## src/rtl/haz_pkg.sv

```systemverilog
// Shared constants, stage indices and divider FSM state type for the pipeline hazard controller.
package haz_pkg;

    localparam int unsigned ST_IF  = 0;
    localparam int unsigned ST_ID  = 1;
    localparam int unsigned ST_EX  = 2;
    localparam int unsigned ST_MEM = 3;

    localparam logic [31:0] EXC_ERET = 32'h0000_000e;
    localparam logic [31:0] BEV_VEC  = 32'hbfc0_0380;
    localparam logic [11:0] EXC_OFF  = 12'h180;

    typedef enum logic [1:0] {
        DivIdle,
        DivWait,
        DivDone
    } div_state_e;

    // General exception vector: boot ROM when BEV is set, else offset from EBase.
    function automatic logic [31:0] exc_vector(input logic bev, input logic [19:0] ebase_hi);
        return bev ? BEV_VEC : {ebase_hi, EXC_OFF};
    endfunction

endpackage

```

## src/rtl/haz_div_fsm.sv

```systemverilog
// Divider start/abort handshake; a finished divide waits in DivDone until EX advances so a
// stalled DIV is never issued twice.
module haz_div_fsm
    import haz_pkg::*;
(
    input  logic clk,
    input  logic rst,
    input  logic ex_div_req,
    input  logic div_ready,
    input  logic xflush,
    input  logic ex_stall,
    output logic div_start,
    output logic div_abort,
    output logic div_busy
);

    div_state_e state;

    always_ff @(posedge clk or posedge rst) begin
        if (rst) begin
            state <= DivIdle;
        end else begin
            unique case (state)
                DivIdle: if (ex_div_req && !xflush) state <= DivWait;
                DivWait: begin
                    if (xflush) state <= DivIdle;
                    else if (div_ready) state <= DivDone;
                end
                DivDone: if (xflush || !ex_stall) state <= DivIdle;
                default: state <= DivIdle;
            endcase
        end
    end

    assign div_start = (state == DivIdle) && ex_div_req && !xflush;
    assign div_abort = (state != DivIdle) && xflush;
    assign div_busy  = ((state == DivIdle) && ex_div_req) || (state == DivWait);

endmodule

```

## src/rtl/pipe_hazard_ctrl.sv

```systemverilog
// N-stage stall/flush controller: load-use scoreboard, divider handshake, exception redirect.
// Define HAZ_PERF_CNT_EN to add saturating stall-cause cycle counters.
module pipe_hazard_ctrl
    import haz_pkg::*;
#(
    parameter int unsigned NSTAGE = 5,
    parameter int unsigned LD_LAT = 2,
    parameter int unsigned EXC_W  = 32
) (
    input  logic              clk,
    input  logic              rst,
    input  logic [4:0]        id_rs,
    input  logic [4:0]        id_rt,
    input  logic              id_j_b_stall,
    input  logic              ex_rmem,
    input  logic [4:0]        ex_rt,
    input  logic              ex_div_req,
    input  logic              div_ready,
    output logic              div_start,
    output logic              div_abort,
    input  logic              ex_mult_stall,
    input  logic              stallreq_from_if,
    input  logic              stallreq_from_mem,
    input  logic [EXC_W-1:0]  mem_excepttype,
    input  logic [31:0]       mem_cp0_epc,
    input  logic              bev,
    input  logic [31:0]       ebase,
    output logic [NSTAGE-1:0] stall,
    output logic [NSTAGE-1:0] flush,
    output logic              redirect_valid,
`ifdef HAZ_PERF_CNT_EN
    output logic [31:0]       perf_lw_cyc,
    output logic [31:0]       perf_div_cyc,
    output logic [31:0]       perf_mem_cyc,
`endif
    output logic [31:0]       redirect_pc
);

    localparam int unsigned SB_N = (LD_LAT > 1) ? LD_LAT - 1 : 1;

    logic                 exc_now;
    logic                 xflush;
    logic                 lwstall;
    logic                 gstall;
    logic                 id_hazard;
    logic                 div_busy;
    logic                 pend;
    logic [31:0]          pend_pc;
    logic [31:0]          exc_target;
    logic [SB_N-1:0]      sb_valid;
    logic [SB_N-1:0][4:0] sb_rd;

    logic unused_ebase;
    assign unused_ebase = ^ebase[11:0];

    // Scoreboard entry i tracks the instruction in stage MEM+i.
    function automatic int unsigned sb_stage(input int unsigned i);
        return (ST_MEM + i < NSTAGE) ? ST_MEM + i : NSTAGE - 1;
    endfunction

    assign exc_now = |mem_excepttype;
    assign xflush  = exc_now | pend;

    always_comb begin
        lwstall = 1'b0;
        if (ex_rmem && ex_rt != 5'd0 && (ex_rt == id_rs || ex_rt == id_rt)) lwstall = 1'b1;
        if (LD_LAT > 1) begin
            for (int i = 0; i < SB_N; i++) begin
                if (sb_valid[i] && sb_rd[i] != 5'd0 && (sb_rd[i] == id_rs || sb_rd[i] == id_rt)) begin
                    lwstall = 1'b1;
                end
            end
        end
    end

    haz_div_fsm u_div_fsm (
        .clk        (clk),
        .rst        (rst),
        .ex_div_req (ex_div_req),
        .div_ready  (div_ready),
        .xflush     (xflush),
        .ex_stall   (gstall),
        .div_start  (div_start),
        .div_abort  (div_abort),
        .div_busy   (div_busy)
    );

    assign gstall    = div_busy | stallreq_from_if | stallreq_from_mem | ex_mult_stall;
    assign id_hazard = lwstall | id_j_b_stall;

    always_comb begin
        stall = {NSTAGE{gstall}};
        flush = {NSTAGE{xflush}};
        stall[ST_IF] = stall[ST_IF] | id_hazard;
        stall[ST_ID] = stall[ST_ID] | id_hazard;
        // A bubble goes into EX only when the rest of the pipe is moving.
        flush[ST_EX] = flush[ST_EX] | (id_hazard & ~gstall);
        if (flush[ST_IF]) stall[ST_IF] = 1'b0;
    end

    always_ff @(posedge clk or posedge rst) begin
        if (rst) begin
            sb_valid <= '0;
            sb_rd    <= '0;
        end else begin
            if (flush[sb_stage(0)]) begin
                sb_valid[0] <= 1'b0;
                sb_rd[0]    <= 5'd0;
            end else if (!stall[ST_EX]) begin
                sb_valid[0] <= ex_rmem;
                sb_rd[0]    <= ex_rt;
            end
            for (int i = 1; i < SB_N; i++) begin
                if (flush[sb_stage(i)]) begin
                    sb_valid[i] <= 1'b0;
                    sb_rd[i]    <= 5'd0;
                end else if (!stall[ST_MEM]) begin
                    sb_valid[i] <= sb_valid[i-1];
                    sb_rd[i]    <= sb_rd[i-1];
                end
            end
        end
    end

    always_comb begin
        exc_target = (mem_excepttype == EXC_W'(EXC_ERET)) ? mem_cp0_epc
                                                          : exc_vector(bev, ebase[31:12]);
        redirect_valid = exc_now | pend;
        if (pend)         redirect_pc = pend_pc;
        else if (exc_now) redirect_pc = exc_target;
        else              redirect_pc = 32'd0;
    end

    // Fetch cannot accept a redirect while busy, so hold it until fetch frees up.
    always_ff @(posedge clk or posedge rst) begin
        if (rst) begin
            pend    <= 1'b0;
            pend_pc <= 32'd0;
        end else if (exc_now && stallreq_from_if) begin
            pend    <= 1'b1;
            pend_pc <= exc_target;
        end else if (!stallreq_from_if) begin
            pend    <= 1'b0;
        end
    end

`ifdef HAZ_PERF_CNT_EN
    always_ff @(posedge clk or posedge rst) begin
        if (rst) begin
            perf_lw_cyc  <= 32'd0;
            perf_div_cyc <= 32'd0;
            perf_mem_cyc <= 32'd0;
        end else begin
            if (lwstall && perf_lw_cyc != '1)             perf_lw_cyc  <= perf_lw_cyc + 32'd1;
            if (div_busy && perf_div_cyc != '1)           perf_div_cyc <= perf_div_cyc + 32'd1;
            if (stallreq_from_mem && perf_mem_cyc != '1)  perf_mem_cyc <= perf_mem_cyc + 32'd1;
        end
    end
`endif

endmodule

```

## config.mk

```make
export PLATFORM = sky130hd
export DESIGN_NAME = pipe_hazard_ctrl
export DESIGN_NICKNAME = d
export VERILOG_FILES = /design/src/rtl/haz_pkg.sv /design/src/rtl/haz_div_fsm.sv /design/src/rtl/pipe_hazard_ctrl.sv
export SDC_FILE = /design/constraint.sdc
export NUM_CORES = 1
export LEC_CHECK = 0
export CORE_MARGIN = 10
export CORE_UTILIZATION = 35
export DETAILED_ROUTE_END_ITERATION = 10
export GPL_TIMING_DRIVEN = 0
export PLACE_DENSITY = 0.77
export SETUP_SLACK_MARGIN = 0.3
export SLEW_MARGIN = 20
export SYNTH_ARGS = -nofsm -noshare
export SYNTH_HDL_FRONTEND = slang
export SYNTH_SLANG_ARGS = --single-unit
```

## constraint.sdc

```tcl
create_clock -name clk -period 5.4 [get_ports clk]
set_clock_uncertainty 0.2 [all_clocks]
set_input_delay 1.35 -clock clk [delete_from_list [all_inputs] [get_ports clk]]
set_output_delay 1.35 -clock clk [all_outputs]
set_load 0.01 [all_outputs]
```

# After elaboration in Yosys (flattened, before gate mapping)
# Cells that the tools add are included.
# word_totals
in_bits	121
reg_bits	41
wordCells	65
output_inout_bits	45
# op_classes
bitwise_logic	9
eq_ne	12
n_reduce_logical	21
muxes	18
# ops
op	count
two-way mux 32 bit	4
== test 32 x 4 -> 1 bit, second input constant	1
OR reduction 32 bit	1
== test 5 bit	4
two-way mux 5 bit	2
nonzero test 5 bit	2
logical AND 1 bit	9
two-way mux 2 bit	4
inequality test 2 x 1 -> 1 bit, second input constant	4
two-way mux 1 bit	7
OR 1 bit	7
case mux 2 bit (3 select lines)	1
logical OR 1 bit	4
inequality test 3 x 2 -> 1 bit, second input constant	1
AND reduction 3 bit	1
== test 2 x 1 -> 1 bit, second input constant	1
== test 2 bit, second input constant	1
logical NOT 1 bit	2
logical NOT 2 bit	1
nonzero test 2 bit	1
AND 1 bit	1
NOT 1 bit	1

# Longest topological paths before layout
# logic_depth
ltp_word	10
depth_mapped	6
mapped_depth_nobuf	5

# By module
# Synthesis repeated with hierarchy kept, for this count alone.
# unflattened
cells_unflattened	333
hier_area_um2	2702.6
# modules_own_cells
mod	cells_per_inst	n_inst	area_each_um2
pipe_hazard_ctrl	322	1	2592.5
haz_div_fsm	11	1	110.1

# Worst setup path after synthesis
# OpenSTA, ideal clock, no wires.
# synth_timing
kind	input port to output port
start	input port mem_excepttype[5]
end	output port stall[0]
required_ps	3850
stages	6
arrival_time_ps	2822
path_slack_ps	1028
cell_sequence	nor4_1 > nand4_1 > nor3_1 > nand2b_1 > buf_1 > a31oi_1
# synth_via
elab_chain_cells	3
# synth_lines
item	line_no	rtl
from (decl)	pipe_hazard_ctrl.sv:24	input logic [EXC_W-1:0] mem_excepttype,
OR reduction 32 bit	pipe_hazard_ctrl.sv:61	assign exc_now = |mem_excepttype;
OR 1 bit	-	
net redirect_valid	pipe_hazard_ctrl.sv:30	output logic redirect_valid,
two-way mux 1 bit	pipe_hazard_ctrl.sv:98	if (flush[ST_IF]) stall[ST_IF] = 1'b0;
to (decl)	pipe_hazard_ctrl.sv:28	output logic [NSTAGE-1:0] stall,
# The timed path passes the listed nets, and every way through them passes these cells.

# Worst setup path in the final report
# layout_timing
start	input port mem_excepttype[0]
end	output port redirect_pc[8]
# layout_via
elab_chain_cells	4
# layout_lines
item	line_no	rtl
== test 32 x 4 -> 1 bit	pipe_hazard_ctrl.sv:126	exc_target = (mem_excepttype == EXC_W'(EXC_ERET)) ? mem_cp0_epc
two-way mux 32 bit	pipe_hazard_ctrl.sv:126	
two-way mux 32 bit (*)	pipe_hazard_ctrl.sv:130	else if (exc_now) redirect_pc = exc_target;
two-way mux 32 bit (*)	pipe_hazard_ctrl.sv:129	if (pend) redirect_pc = pend_pc;
to (decl)	pipe_hazard_ctrl.sv:36	output logic [31:0] redirect_pc
# Mark *: on every way between the ends. The rest lies on a longest branch, timed or not.

==> impl_metrics.tcl <==
set metrics [dict create \
    drive_gt1_frac 0.185 \
    synthTopCellsByCount "78 x nand2_1, 55 x o21ai_0, 41 x dfrtp_1, 27 x mux2i_1, 20 x xnor2_1" \
    wl_met2_mm 5.24 \
    cp-end-kind "output pin" \
    wirelength_mm 10.3 \
    finalHoldViolCount 0 \
    via_count 2950 \
    numPortBuffers 153 \
    rrSetupSlack_ps 3660 \
    antenna_found_initial 0 \
    crit_fanout 3 \
    run_status "completed" \
    cts_tree "done" \
    cap_viol_max_count 0 \
    wl_per_cell_um 17.1 \
    ys_types 35 \
    synthArstFlopShare 1.00 \
    pwr-share-clk 0.321 \
    grt_pass1_wl_mm 15.7 \
    period_needed_ps 5200 \
    top_layer "met4" \
    holdCritStartpoint "pend_pc[8]$_DFFE_PP0P_" \
    synth_simple_gate_area_frac 0.234 \
    synthCells 325 \
    numCtsBuffers 5 \
    yosys.area.top_type_share 0.384 \
    hp-class "flop to flop" \
    nets 624 \
    fillerInstances 589 \
    start_kind "input port" \
    routabilityCongestion 0.831 \
    synthAdderAreaFrac 0 \
    switchingPower_uw 203 \
    grt_max_degree 25 \
    synth.area.top_cells "dfrtp_1 38%, nand2_1 11%, o21ai_0 10%" \
    cts.htree.levels 2 \
    r2r_start "u_div_fsm.state[0]$_DFFE_PP0P_" \
    met1Wirelength_mm 3.95 \
    diodes 0 \
    crit_start "mem_excepttype[0]" \
    pwr-share-seq 0.412 \
    route.met3.wl_um 998 \
    cts_buffer_depth 2 \
    postRouteAntennaNets 0 \
    initial_utilization 0.364 \
    dr.pass1.iters 4 \
    hold_buffers 0 \
    clkTransAtPathRegs_ps 80 \
    pre_cts_ws_ps -144 \
    gr-total-overflow 0 \
    die_h_um 107 \
    num_rows 31 \
    area_growth_syn_to_layout_pct 78.7 \
    fin_tns_setup_ps 0 \
    final_cells 603 \
    dieWidth_um 107 \
    synthesis.area_um2 2670 \
    worst_pin_slew_ps 485 \
    drt_iter0_drc 117 \
    power_frac_comb 0.266 \
    power-per-cell-area_nw_per_um2 167 \
    synthFlopType "dfrtp_1" \
    synth-edff-count 0 \
    clock_sinks 41 \
    vdd_drop_max_mv 0.101 \
    worst_slack_ps 201 \
    ios 166 \
    drc 0 \
    seq_area_frac_synth 0.384 \
    syn_nets 446 \
    grt_pass1_vias 3131 \
    fp.dieArea_um2 11500 \
    max_freq_mhz 192 \
    cp.arrival_ps 3650 \
    required_ps 3850 \
    synth_seq_cells 41 \
    min_path_cells 2 \
    synth_compound_area_frac 0.157 \
    setup_viol 0 \
    synth_top_cell_by_area "dfrtp_1" \
    rsz0062_at_grt "yes" \
    synth_mux_area_frac 0.101 \
    viasPerCell 4.89 \
    synth.avg_cell_area_um2 8.22 \
    grt_use_total 0.166 \
    p_leak_nw 2.09 \
    slew_headroom 0.676 \
    regToRegEndpoint "sb_valid$_DFFE_PP0P_" \
    hpwl_mm 7.89 \
    clk_latency_ps 280 \
    dpl.cell_count 578 \
    synth_xor_area_frac 0.0656 \
    period_share 0.963 \
    p_int_uw 594 \
    rr_worst_depth 4 \
    synth_top_family_by_area "simple AND/OR/NAND/NOR gates" \
    switching_share 0.255 \
    core_area_um2 7330 \
    ys_warn_count 0 \
    synth_most_common_cell "nand2_1" \
    finalMaxSlewViolations 0 \
    worstHoldEndpoint "pend_pc[8]$_DFFE_PP0P_" \
    worstSetupPathType "input port to output pin" \
    root_buffer "clkbuf_8" \
]
[critical path: stages]
cell             delay, ps
clkdlybuf4s50_1        400
nor4_1                 280
nand4_1                180
buf_4                  180
buf_4                  120
buf_4                  140
nor4_1                 310
o21ai_0                150
clkdlybuf4s50_1        530
[how the worst max path moves through the flow]
| stage | to | slack (ps) | depth (start not counted) |
|---|---|---|---|
| 2_1_floorplan | stall[0] | 1030 | 6 |
| 6_report | redirect_pc[8] | 200 | 9 |
| 4_1_cts | redirect_pc[14] | 100 | 9 |
| 5_1_grt | redirect_pc[8] | 80 | 9 |
| 3_5_place_dp | stall[0] | -140 | 8 |
| 3_3_place_gp | stall[0] | -130 | 8 |
[power groups by stage]
stage / Combinational, mW / Sequential (mW) / Clock (mW)
2_1_floorplan: 0.0752 / 0.333 / 0
3_3_place_gp: 0.206 / 0.334 / 0
3_5_place_dp: 0.211 / 0.334 / 0
4_1_cts: 0.204 / 0.329 / 0.260
5_1_grt: 0.232 / 0.331 / 0.275
6_report: 0.212 / 0.329 / 0.256
[repair_timing]
action	in CTS	in global routing
gates resized for setup	46	85
setup endpoints to repair	42	41
endpoints found under the hold margin	0	0
cloned	2	0
setup buffers	7	8
pin swaps	5	9
[logic make-up (layout without fill, tap and decap cells)]
logic type             count (synthesis)  count (layout)
AND/OR/NAND/NOR                      134             134
AO/OA/AOI/OAI                         76              76
flip-flops                            41              41
multiplexers                          27              27
buffers and inverters                 27             206
XOR/XNOR                              20              20
[cells in the final DEF, fill, tap and decap left out, types with 6 or more instances in the layout]
| cell type | Yosys | routed |
|---|---|---|
| buf_4 | 8 | 20 |
| buf_6 | 2 | 6 |
| clkbuf_1 | 9 | 9 |
| clkbuf_2 | 1 | 12 |
| clkbuf_8 | 0 | 6 |
| clkdlybuf4s50_1 | 0 | 105 |
| dfrtp_1 | 41 | 41 |
| dlygate4sd2_1 | 0 | 19 |
| dlymetal6s2s_1 | 0 | 16 |
| mux2i_1 | 27 | 10 |
| mux2i_2 | 0 | 14 |
| nand2_1 | 78 | 78 |
| nand3_1 | 6 | 6 |
| nor2_1 | 7 | 7 |
| nor2b_1 | 11 | 11 |
| o21ai_0 | 55 | 53 |
| o21ai_1 | 9 | 10 |
| or2_2 | 10 | 10 |
| xnor2_1 | 20 | 20 |
[layer usage]
| metal | track usage | vias up |
|---|---|---|
| li1 | - | 1461 |
| met1 | 0.175 | 1363 |
| met2 | 0.295 | 116 |
| met3 | 0.0737 | 10 |
| met4 | 0.0420 | 0 |
| met5 | 0 | - |
[metrics by stage]
stage,total power [mW],utilization,hold slack [ps],cell area [um2]
after global routing,0.838,0.651,323,4770
after detailed placement,0.546,0.594,271,4350
final,0.797,0.651,287,4770
after CTS,0.793,0.620,289,4550
after floorplan,0.408,-,250,2670
after global placement,0.540,0.590,262,4330
[final cells by class]
class,instances,area [um2],share of cell area
clock inverters,1,30.0,0.00629
clock buffers,7,86.3,0.0181
inverters,1,3.75,0.000787
repair buffers,171,1690,0.353
flip-flops and latches,41,1030,0.215
plain buffers,26,165,0.0346
well taps,99,124,0.0260
multi-input cells,257,1650,0.346
[sequential cells by signal, indices dropped and copies added (netlist names)]
name,count
pend,1
u_div_fsm.state,2
pend_pc,32
sb_rd,5
sb_valid,1
(Power assumes the default switching activity.)
